## config.mk

```make
export PLATFORM = sky130hd
export DESIGN_NAME = pipe_adder_flat
export DESIGN_NICKNAME = d
export VERILOG_FILES = /design/src/rtl/pipe_adder_if.sv /design/src/rtl/pipe_adder.sv /design/src/flat_wrapper.sv
export SDC_FILE = /design/constraint.sdc
export NUM_CORES = 1
export LEC_CHECK = 0
export BUFFER_PORTS_ARGS = -buffer_cell sky130_fd_sc_hd__buf_2
export CAP_MARGIN = 20
export CORE_MARGIN = 2
export CORE_UTILIZATION = 47
export DETAILED_ROUTE_END_ITERATION = 7
export PLACE_DENSITY = 0.7
export REMOVE_ABC_BUFFERS = 1
export SYNTH_ARGS = -nofsm -noshare
export SYNTH_HDL_FRONTEND = slang
export SYNTH_SLANG_ARGS = --single-unit
```

## constraint.sdc

```tcl
create_clock -name clk -period 6.45 [get_ports clk]
set_input_delay 1.29 -clock clk [delete_from_list [all_inputs] [get_ports clk]]
set_output_delay 1.29 -clock clk [all_outputs]
set_load 0.02 [all_outputs]
```

## src/rtl/pipe_adder_if.sv

```systemverilog
// rtl/pipe_adder_if.sv - operand/result handshake bundle for pipe_adder (PIPE_ADDER_SAT_EN adds sat)
interface pipe_adder_if #(
   parameter int WIDTH = 32
);
   logic             in_valid;
   logic             in_ready;
   logic [WIDTH-1:0] a;
   logic [WIDTH-1:0] b;
   logic             c_in;
   logic             sub;
`ifdef PIPE_ADDER_SAT_EN
   logic             sat;
`endif
   logic             out_valid;
   logic             out_ready;
   logic [WIDTH-1:0] s;
   logic             c_out;
   logic             ovf;

   modport master (
      output in_valid, a, b, c_in, sub,
`ifdef PIPE_ADDER_SAT_EN
      output sat,
`endif
      output out_ready,
      input  in_ready, out_valid, s, c_out, ovf
   );

   modport slave (
      input  in_valid, a, b, c_in, sub,
`ifdef PIPE_ADDER_SAT_EN
      input  sat,
`endif
      input  out_ready,
      output in_ready, out_valid, s, c_out, ovf
   );
endinterface

```

## src/rtl/pipe_adder.sv

```systemverilog
// rtl/pipe_adder.sv - pipelined chunked ripple-carry add/subtract with valid/ready (PIPE_ADDER_SAT_EN enables saturation)
module pipe_adder #(
   parameter int WIDTH  = 32,
   parameter int STAGES = 4
) (
   input  logic        clk,
   input  logic        rst,
   pipe_adder_if.slave bus
);
   localparam int SDIV  = (STAGES >= 1) ? STAGES : 1;
   localparam int CHUNK = WIDTH / SDIV;

   if (STAGES < 1 || (WIDTH % SDIV) != 0) begin : g_bad_cfg
      $error("pipe_adder: STAGES must be >= 1 and divide WIDTH evenly");
   end

`ifdef PIPE_ADDER_SAT_EN
   localparam logic [WIDTH-1:0] SAT_MAX = {1'b0, {(WIDTH-1){1'b1}}};
   localparam logic [WIDTH-1:0] SAT_MIN = {1'b1, {(WIDTH-1){1'b0}}};
`endif

   // Per-stage registers: stage k holds result chunks 0..k and the operands
   // still needed by later stages (full width kept; unread bits fall away).
   logic             vld_q [STAGES];
   logic [WIDTH-1:0] a_q   [STAGES];
   logic [WIDTH-1:0] b_q   [STAGES];
   logic [WIDTH-1:0] r_q   [STAGES];
   logic             c_q   [STAGES];
`ifdef PIPE_ADDER_SAT_EN
   logic             sat_q [STAGES];
`endif
   logic             ovf_q;

   logic             advance;
   logic [WIDTH-1:0] b_eff;
   logic             cin_eff;

   // The whole pipeline moves as one: it shifts unless a result is stuck at the output
   assign advance      = !vld_q[STAGES-1] | bus.out_ready;
   assign bus.in_ready = advance;

   // Subtraction is a + ~b + 1; the external carry-in is ignored then
   assign b_eff   = bus.sub ? ~bus.b : bus.b;
   assign cin_eff = bus.sub ? 1'b1 : bus.c_in;

   for (genvar k = 0; k < STAGES; k++) begin : g_stage
      logic             v_i;
      logic [WIDTH-1:0] a_i;
      logic [WIDTH-1:0] b_i;
      logic [WIDTH-1:0] r_i;
      logic             c_i;
      logic [WIDTH-1:0] r_n;
      logic [WIDTH-1:0] r_d;
      logic [CHUNK:0]   sum;
`ifdef PIPE_ADDER_SAT_EN
      logic             sat_i;
`endif

      if (k == 0) begin : g_src
         assign v_i = bus.in_valid;
         assign a_i = bus.a;
         assign b_i = b_eff;
         assign r_i = '0;
         assign c_i = cin_eff;
`ifdef PIPE_ADDER_SAT_EN
         assign sat_i = bus.sat;
`endif
      end else begin : g_src
         assign v_i = vld_q[k-1];
         assign a_i = a_q[k-1];
         assign b_i = b_q[k-1];
         assign r_i = r_q[k-1];
         assign c_i = c_q[k-1];
`ifdef PIPE_ADDER_SAT_EN
         assign sat_i = sat_q[k-1];
`endif
      end

      assign sum = {1'b0, a_i[k*CHUNK +: CHUNK]}
                 + {1'b0, b_i[k*CHUNK +: CHUNK]}
                 + {{CHUNK{1'b0}}, c_i};

      // Splice this stage's chunk over the lower results carried in from earlier stages
      always_comb begin
         r_n                   = r_i;
         r_n[k*CHUNK +: CHUNK] = sum[CHUNK-1:0];
      end

      if (k == STAGES-1) begin : g_tail
         logic ovf_n;

         // Same-sign operands producing an opposite-sign result overflowed
         assign ovf_n = (a_i[WIDTH-1] == b_i[WIDTH-1]) & (r_n[WIDTH-1] != a_i[WIDTH-1]);
`ifdef PIPE_ADDER_SAT_EN
         assign r_d = (sat_i && ovf_n) ? (a_i[WIDTH-1] ? SAT_MIN : SAT_MAX) : r_n;
`else
         assign r_d = r_n;
`endif

         // Overflow flag is registered together with the top chunk
         always_ff @(posedge clk) begin
            if (rst) begin
               ovf_q <= 1'b0;
            end else if (advance) begin
               ovf_q <= ovf_n;
            end
         end
      end else begin : g_tail
         assign r_d = r_n;
      end

      // Stage register: load from the previous stage on advance, hold otherwise
      always_ff @(posedge clk) begin
         if (rst) begin
            vld_q[k] <= 1'b0;
            a_q[k]   <= '0;
            b_q[k]   <= '0;
            r_q[k]   <= '0;
            c_q[k]   <= 1'b0;
`ifdef PIPE_ADDER_SAT_EN
            sat_q[k] <= 1'b0;
`endif
         end else if (advance) begin
            vld_q[k] <= v_i;
            a_q[k]   <= a_i;
            b_q[k]   <= b_i;
            r_q[k]   <= r_d;
            c_q[k]   <= sum[CHUNK];
`ifdef PIPE_ADDER_SAT_EN
            sat_q[k] <= sat_i;
`endif
         end
      end
   end

   assign bus.out_valid = vld_q[STAGES-1];
   assign bus.s         = r_q[STAGES-1];
   assign bus.c_out     = c_q[STAGES-1];
   assign bus.ovf       = ovf_q;
endmodule

```

## src/flat_wrapper.sv

```systemverilog
// flat-port wrapper written by rule: the top's interface ports become plain ports
module pipe_adder_flat 
#(
   parameter int WIDTH  = 32,
   parameter int STAGES = 4
)
  (clk, rst, bus_in_valid, bus_a, bus_b, bus_c_in, bus_sub, bus_out_ready, bus_in_ready, bus_out_valid, bus_s, bus_c_out, bus_ovf);
  pipe_adder_if #(.WIDTH(WIDTH)) bus_i ();
  input  logic clk;
  input  logic rst;
  input wire logic [$bits(bus_i.in_valid)-1:0] bus_in_valid;
  input wire logic [$bits(bus_i.a)-1:0] bus_a;
  input wire logic [$bits(bus_i.b)-1:0] bus_b;
  input wire logic [$bits(bus_i.c_in)-1:0] bus_c_in;
  input wire logic [$bits(bus_i.sub)-1:0] bus_sub;
  input wire logic [$bits(bus_i.out_ready)-1:0] bus_out_ready;
  output wire logic [$bits(bus_i.in_ready)-1:0] bus_in_ready;
  output wire logic [$bits(bus_i.out_valid)-1:0] bus_out_valid;
  output wire logic [$bits(bus_i.s)-1:0] bus_s;
  output wire logic [$bits(bus_i.c_out)-1:0] bus_c_out;
  output wire logic [$bits(bus_i.ovf)-1:0] bus_ovf;
  assign bus_i.in_valid = bus_in_valid;
  assign bus_i.a = bus_a;
  assign bus_i.b = bus_b;
  assign bus_i.c_in = bus_c_in;
  assign bus_i.sub = bus_sub;
  assign bus_i.out_ready = bus_out_ready;
  assign bus_in_ready = bus_i.in_ready;
  assign bus_out_valid = bus_i.out_valid;
  assign bus_s = bus_i.s;
  assign bus_c_out = bus_i.c_out;
  assign bus_ovf = bus_i.ovf;
  pipe_adder #(.WIDTH(WIDTH), .STAGES(STAGES)) u_core (.clk(clk), .rst(rst), .bus(bus_i));
endmodule
```

Yosys cells after proc, flatten, opt, wreduce, memory -nomap -nowiden
Memory sizes are Yosys's and may differ from the RTL's.
Index checks and enable logic that the tools add are counted.
- output and inout bits: 36
- logic and storage cells: 67
- memories: 5
- bits of input ports: 70
- flip-flop bits (word level): 1
- memory bits (writable): 392
- memory list (name ; words ; bits a word ; read ports ; clocked after Yosys merged registers in ; wr ports ; RTL line ; source):
    u_core.a_q ; 4 ; 32 ; 3 ; 0 ; 4 ; pipe_adder.sv:25 ; logic [WIDTH-1:0] a_q [STAGES];
    u_core.b_q ; 4 ; 32 ; 3 ; 0 ; 4 ; pipe_adder.sv:26 ; logic [WIDTH-1:0] b_q [STAGES];
    u_core.r_q ; 4 ; 32 ; 4 ; 0 ; 4 ; pipe_adder.sv:27 ; logic [WIDTH-1:0] r_q [STAGES];
    u_core.c_q ; 4 ; 1 ; 4 ; 0 ; 4 ; pipe_adder.sv:28 ; logic c_q [STAGES];
    u_core.vld_q ; 4 ; 1 ; 4 ; 0 ; 4 ; pipe_adder.sv:24 ; logic vld_q [STAGES];
- bitwise logic cells: 23
- add/sub/neg operators: 8
- multiplexer cells: 27
- reductions and logical operators: 1
- eq/ne operators: 2
- operator list (operator ; number):
    $mux W32 ; 13
    $add A8 B8 Y9 ; 4
    $add A9 B1 Y9 ; 4
    $not A32 Y32 ; 1
    $or A1 B1 Y1 ; 21
    $mux W1 ; 14
    $and A1 B1 Y1 ; 1
    $eq A1 B1 Y1 ; 1
    $logic_not A1 Y1 ; 1
    $ne A1 B1 Y1 ; 1

Depth between registers and ports, before layout
An unclocked memory read counts as a cell.
- depth in word-level cells: 7
- depth in mapped cells: 10
- mapped depth without buffers: 9

Worst setup path after synthesis
OpenSTA, ideal clock, no wires.
- path kind: input -> register
- from: input port rst
- to: memory u_core.a_q[0][10], enable pin
- arrival time: 5.709 ns
- data required time: 5.873 ns
- path buffers: 0
- path slack: 0.163 ns
- stages on the path: 1
- cells stage by stage: nand2b_1
- RTL lines (item ; RTL line ; source):
    start, declared ; flat_wrapper.sv:10 ; input logic rst;
    end, declared ; pipe_adder.sv:25 ;

==> qor.yml <==
viasPerCell: 4.83
critPathKind: "in2reg"
cts_max_level: 4
tns_ns: 0
setup_violations: 0
ys_seq_elements: 185
ios: 106
status: "finished, final reports clean"
die_x_um: 137
ys_seq_area_frac: 0.671
p_per_area_nw_per_um2: 279
synth-edff-count: 184
tritoncts: "yes"
vias: 4489
clock_path_buffers: 2
clk_pin_slew_ns: 0.07
p_sw_mw: 0.633
period_share: 0.530
p_leak_nw: 4.18
pwr-share-comb: 0.091
dpl_cell_area_sq_um: 9020
critPathLaunchType: "input port"
rsz0062_at_grt: "no"
seq_power_share: 0.537
synth_top_area_cell: "edfxtp_1"
fin_nets: 798
clkSinkCount: 185
async_reset_ff_frac: 0
maxSlewViolCount: 0
place_ws_ns: 2.59
synth_mux_area_frac: 0.00363
drive_above_1_share: 0.213
firstDrtPassIters: 4
wl_um: 12900
syn_inst: 588
synth_top_family_by_area: "simple AND/OR/NAND/NOR gates"
dpl.hpwl_um: 8370
yosysWarnings: 0
skew_ns: 0.00868
grt_antenna_before_repair: 0
grt_pass1_wl_um: 20900
min_period_ns: 3.42
max_slew.worst_pin.slew_ns: 1.06
n_antenna_cell: 0
critPathCaptureType: "flip-flop"
num_rows: 48
setup_ws_ns: 3.03
syn_to_final_growth_pct: 16.0
internal_power_mw: 2.04
io_buffers: 105
ant_nets: 0
clock_power_share: 0.372
min_path_cells: 1
cp_max_fo: 5
drc: 0
rr_worst_depth: 4
cts_resized: 0
globalplace.congestion: 0.752
grt_use_total: 0.147
ys_top_cells_by_area: "edfxtp_1 (67%), and2_1 (9.8%), ha_1 (4.2%)"
synthesis.area_sq_um: 8270
core_area_sq_um: 17200
fmax_ghz: 0.293
synth_top_area_frac: 0.668
ir_drop_uv: 183
p_sw_frac: 0.236
dieHeight_um: 137
dieArea_sq_um: 18700
grt_max_degree: 103
finalInstanceArea_sq_um: 9590
cts-root-buf: "clkbuf_16"
cp_data_required_time_ns: 6.62
synth_most_common_cell: "edfxtp_1"
yosys.area_share.simple: 0.146
hold_viol: 0
synth_adder_area_share: 0.0617
syn_avg_cell_area_sq_um: 14.1
initial_core_util: 0.480
drtIter0Drc: 185
ys.flop_type: "edfxtp_1"
clk_latency_ns: 0.42
synth-xor-area-share: 0.0477
grt_pass1_vias: 4405
holdCritPathClass: "reg2reg"
max_slew_margin: 0.290
cts_hold_buffers: 0
wl_per_cell_um: 13.9
synth_common_cells: "edfxtp_1 (184), and2_1 (129), nor2_1 (57)"
drv_cap: 0
synth_cell_types: 38
overflow: 0
cp_data_arrival_time_ns: 3.59
synth_compound_area_frac: 0.0480
cts_buffers: 17
cts_setup_buffers: 0
-- cell type report --
type                    count  area [sq um]
clock inverters            15           150
flip-flops and latches    185          5550
clock buffers              17           425
well taps                 225           282
multi-input cells         359          2550
repair buffers            110           563
fillers                  1414          7640
inverters                  19          71.3
-- power by group through the flow --
stage	Sequential, mW	Clock [mW]	Combinational [mW]
finish	1.44	0.996	0.245
detailed placement	1.46	0	0.247
floorplan	1.48	0	0.151
CTS	1.44	1.02	0.249
global placement	1.46	0	0.238
global route	1.45	1.06	0.278
-- critical path, cell delays in order --
cell      delay (ns)
buf_2           0.17
or2_2           0.32
fa_1            0.41
fa_1            0.44
a21o_1          0.21
a21oi_2         0.19
o21bai_1        0.08
a211o_1         0.29
and3_1          0.18
-- cell families (layout without fill, tap and decap cells) --
kind of cell    after synthesis  count (layout)
simple gates                218             218
flops                       185             185
compound gates               57              57
xor+xnor                     45              45
buf+inv                      44             161
fa+ha+maj                    36              36
mux                           3               3
-- path summary, 6_finish.rpt --
path	startpoint	to	slack [ns]
max	bus_sub	u_core.r_q[0][6]	3.03
min	u_core.r_q[2][14]	u_core.r_q[3][14]	0.51
max reg2reg	u_core.vld_q[3]	u_core.b_q[0][22]	3.87
min reg2reg	u_core.r_q[2][14]	u_core.r_q[3][14]	0.51
-- registers in the layout, summed over array words and instances (netlist names) --
signal	count
u_core.r_q	80
u_core.a_q	48
u_core.b_q	48
u_core.c_q	4
u_core.vld_q	4
u_core.bus.ovf	1
-- per-layer routing --
layer	vias up	routed length, um	global-route usage
met1	2120	5530	0.186
met4	0	233	0.0608
li1	2267	-	-
met2	87	6520	0.243
met5	-	0	0
met3	15	621	0.0330
-- cells in the final DEF, fill, tap and decap left out, drive strengths merged, types with 3 or more instances in the layout --
cell type and n:
edfxtp 184, and2 129, buf 110, nor2 57, xnor2 35, ha 28, inv 27, clkbuf 17
o21ai 15, a21oi 11, xor2 10, fa 8, a21o 6, nor3 6, clkinv 6, o21a 5
or3 5, nand2b 5, nor2b 4, o21bai 4, and3 3, a211oi 3, o31a 3, nand2 3
mux2i 3
-- stage by stage --
step / hold WS, ns / utilization / total power [mW] / cells
after floorplan: 0.497 / - / 1.63 / 563
after global placement: 0.499 / 0.523 / 1.70 / 898
after detailed placement: 0.501 / 0.523 / 1.71 / 898
after CTS: 0.516 / 0.556 / 2.71 / 930
after global routing: 0.531 / 0.556 / 2.79 / 930
final: 0.515 / 0.556 / 2.68 / 930
(Power assumes the default switching activity.)
